[src/rtl/shift_sequencer.sv]
// Multi-cycle right shifter: one bit position per clock, arithmetic or logical,
// with valid/ready handshakes on both the request and result sides.
module shift_sequencer #(
  parameter int WIDTH = 16,
  parameter int AMT_W = 5
) (
  input  logic             clk,
  input  logic             reset,
  input  logic             in_valid,
  output logic             in_ready,
  input  logic [WIDTH-1:0] in_data,
  input  logic [AMT_W-1:0] in_amt,
  input  logic             in_mode,
  output logic             out_valid,
  input  logic             out_ready,
  output logic [WIDTH-1:0] out_data,
  output logic             busy
);

  localparam int CW = $clog2(WIDTH) + 1;

  typedef enum logic [1:0] {IDLE, SHIFT, DONE} state_t;

  state_t           state, state_nxt;
  logic [WIDTH-1:0] wreg;
  logic [CW-1:0]    count;
  logic [CW-1:0]    eff;
  logic             mode;
  logic             accept;

  assign in_ready  = (state == IDLE) && !reset;
  assign accept    = in_valid && in_ready;
  assign out_valid = (state == DONE);
  assign out_data  = wreg;
  assign busy      = (state != IDLE);

  // Amounts of WIDTH or more saturate to exactly WIDTH shifts.
  always_comb begin
    eff = '0;
    if (int'(in_amt) >= WIDTH) eff = CW'(WIDTH);
    else                       eff = CW'(in_amt);
  end

  always_comb begin
    state_nxt = state;
    case (state)
      IDLE:    if (accept) state_nxt = (eff == '0) ? DONE : SHIFT;
      SHIFT:   if (count == CW'(1)) state_nxt = DONE;
      DONE:    if (out_ready) state_nxt = IDLE;
      default: state_nxt = IDLE;
    endcase
  end

  always_ff @(posedge clk) begin
    if (reset) begin
      state <= IDLE;
      wreg  <= '0;
      count <= '0;
      mode  <= 1'b0;
    end else begin
      state <= state_nxt;
      case (state)
        IDLE: begin
          if (accept) begin
            wreg  <= in_data;
            mode  <= in_mode;
            count <= eff;
          end
        end
        SHIFT: begin
          wreg  <= {(mode ? 1'b0 : wreg[WIDTH-1]), wreg[WIDTH-1:1]};
          count <= count - CW'(1);
        end
        default: ;
      endcase
    end
  end

endmodule

[config.mk]
export PLATFORM = sky130hd
export DESIGN_NAME = shift_sequencer
export DESIGN_NICKNAME = d
export VERILOG_FILES = /design/src/rtl/shift_sequencer.sv
export SDC_FILE = /design/constraint.sdc
export NUM_CORES = 1
export LEC_CHECK = 0
export BUFFER_PORTS_ARGS = -buffer_cell sky130_fd_sc_hd__buf_2
export CAP_MARGIN = 25
export CORE_MARGIN = 8
export CORE_UTILIZATION = 40
export CTS_CLUSTER_DIAMETER = 200
export DETAILED_ROUTE_END_ITERATION = 6
export GPL_ROUTABILITY_DRIVEN = 0
export PLACE_DENSITY = 0.73
export SYNTH_ARGS = -nofsm -noshare
export SYNTH_HDL_FRONTEND = slang
export SYNTH_SLANG_ARGS = --single-unit
[constraint.sdc]
create_clock -name clk -period 2.25 [get_ports clk]
set_input_delay 0.675 -clock clk [delete_from_list [all_inputs] [get_ports clk]]
set_output_delay 0.675 -clock clk [all_outputs]
set_load 0.01 [all_outputs]
==> reports/results.ini <==
[outcome]
status=complete, no violations

[clocking]
path_clk_slew_ps=130
cts_tree=yes
cts_made_buffers=3
cts_root_buf=clkbuf_4
clkSinkCount=24
postCtsSetupRepairBufs=0
clkLatencyLatePin_ps=320
ctsResizeCount=0
cts_htree_levels=1
postCtsHoldBufs=0
cts_buffer_depth=2

[grt]
first_global_vias=1163
gr-usage-all-layers_pct=11.9
overflow=0
antenna_found_initial=0
grt_max_degree=22
grt_pass1_wl_um=5110

[yosys]
syn_nets=186
netlist.top_cell.by_area=dfxtp_1
yosysSeqAreaShare_pct=39.0
synth.ff_latch_count=24
ys_types=35
synth_area_mm2=0.00123
yosys_warnings=0
synth_top_area_share_pct=39.0
ys_top_cells_by_area=dfxtp_1, a311oi_1, nand2_1
syn-mean-instance-area_um2=7.80
syn_inst=158

[critical_path]
critPathTopFamily=flip-flops
cp.required_ps=1570
r2r_end=out_data[0]$_SDFFE_PP0P_
reg2reg_from=state[1]$_SDFFE_PP0P_
crit_fanout=12
crit_arrival_ps=1250
path_class=reg -> out
cp_num_buf_inv=2
crit_top_cell=nor2_1
worstSetupEndpoint=in_ready
crit_cells=4
cp-start-kind=flip-flop
worstPathCellList=nor2_1 > inv_1 > nor2_1 > buf_2
critPathLaunch=state[1]$_SDFFE_PP0P_
rrSetupSlack_ps=670
end_kind=primary output
slowest_stage=dfxtp_1
reg2reg_depth=4
crit_path_max_incr_delay_ps=550

[route]
viasPerCell=5.34
drcViolationCount=0
wirelength_um=3160
antenna_left=0
drt-initial-drc-count=81
vias=1244
wl_per_cell_um=13.6
drtPass1Iterations=4

[die]
coreArea_mm2=0.00300
rows=20
die_h_um=71.5
ioPinCount=45
die_w_um=71.5
die_area_mm2=0.00511
initial_core_util_pct=41.0

[sta]
fin_crit_sh_pct=85.8
setup-violations-final=0
fin_crit_ps=1930
slew_viol_final=0
setup_tns_ps=0
setup_ws_ps=320
skew_ps=6.19
hold_ws_ps=478
clock.fmax_mhz=518
worst_slew_pin_slew_ps=363
rsz0062_at_grt=no
max_slew_margin_pct=75.6
hold_violations=0

[placed_design]
dp_slack_ps=388
hpwlAfterDp_um=2360
port_buffers=44

[hold_path]
hp-class=reg -> reg

[power]
power.switching_uw=349
p_seq_share_pct=49.1
share_comb_of_total_power_pct=29.3
power.share.clock_pct=21.6
worst_ir_drop_vdd_v=0.000261
cellLeakagePower_uw=0.000682
power.density_mw_per_mm2=704
p_int_uw=709
swShare_pct=33.0

[job]
max_cap_violations=0

[layout]
drive_above_1_share_pct=30.0
final_util_pct=50.1
nNetsFinal=229
area_delta_synth_final_pct=22.0
n_antenna_cell=0
fillers=311

-- cell usage after synthesis (all sizes together) --
cell	count
nand2	35
dfxtp	24
nor2	23
a311oi	15
a21oi	11
buf	11
nor2b	5
o21ai	5
inv	4
nor3	4
a21o	2
ha	2
nand3	2
a211oi	1
a221oi	1
a31oi	1
clkbuf	1
mux2i	1
nand2b	1
nand3b	1
nand4b	1
o21a	1
o21ba	1
o21bai	1
o22ai	1
o2bb2ai	1
or4	1
or4b	1
-- power by group through the flow --
| stage | clock [µW] | sequential [µW] | combinational (µW) |
|---|---|---|---|
| after floorplan | 0 | 534 | 201 |
| after detailed placement | 0 | 529 | 310 |
| after global placement | 0 | 528 | 307 |
| final | 228 | 519 | 311 |
| after global routing | 250 | 526 | 348 |
| after CTS | 234 | 520 | 313 |
-- routing by layer --
metal | GRT usage, % | routed length (µm) | up-vias | part of all wire [%]
li1 | - | - | 639 | -
met1 | 15.2 | 1590 | 561 | 50
met2 | 18.5 | 1290 | 40 | 41
met3 | 4.18 | 241 | 4 | 7.6
met4 | 3.40 | 30 | 0 | 0.95
met5 | 0 | 0 | - | 0
-- sequential cells by signal, summed over array words and instances (netlist names) --
name and flops:
count 5, mode 1, out_data 16, state 2
-- cell type report --
type	count	area [µm²]	area share (%)
timing repair buffer	50	265	17.6
inverter	4	15.0	0.998
clock buffer	4	36.3	2.41
sequential	24	480	31.9
multi-input combinational	118	666	44.3
tap	33	41.3	2.75
-- worst min path at each step --
| stage | slack, ps | endpoint | startpoint | depth (start not counted) |
|---|---|---|---|---|
| floorplan | 440 | mode$_SDFFE_PP0P_ | mode$_SDFFE_PP0P_ | 2 |
| global placement | 460 | mode$_SDFFE_PP0P_ | mode$_SDFFE_PP0P_ | 2 |
| detailed placement | 450 | mode$_SDFFE_PP0P_ | mode$_SDFFE_PP0P_ | 2 |
| CTS | 470 | mode$_SDFFE_PP0P_ | mode$_SDFFE_PP0P_ | 2 |
| global route | 490 | mode$_SDFFE_PP0P_ | mode$_SDFFE_PP0P_ | 2 |
| finish | 480 | mode$_SDFFE_PP0P_ | mode$_SDFFE_PP0P_ | 2 |
-- metrics by stage --
| stage | area, µm² | instances | power [µW] |
|---|---|---|---|
| after floorplan | 1230 | 158 | 735 |
| after global placement | 1470 | 229 | 835 |
| after detailed placement | 1470 | 229 | 839 |
| after CTS | 1500 | 233 | 1070 |
| after global routing | 1500 | 233 | 1120 |
| final | 1500 | 233 | 1060 |
-- cells in the final DEF (no fill, tap or decap), types with 3 or more instances in the layout --
cell      count
a21oi_1      10
a311oi_1     15
buf_2        44
buf_4         6
clkbuf_4      3
dfxtp_1      24
inv_1         4
nand2_1      35
nor2_1       22
nor2b_1       4
nor3_1        3
o21ai_0       5
-- worst reg2reg max path: stages (launching register included) --
cell	delay, ps
dfxtp_1	550
nand2b_1	370
buf_4	260
nand2_1	80
a311oi_1	250
-- cell families after synthesis --
logic type                 Yosys count  synth area share [%]
and+or+nand+nor                     74                  27.4
AOI/OAI and AO/OA                   41                  23.8
DFF                                 24                  39.0
buffers and inverters               16                  7.00
adders and majority gates            2                  2.03
muxes                                1                 0.812
No activity file was read; power rests on OpenSTA's default activity.
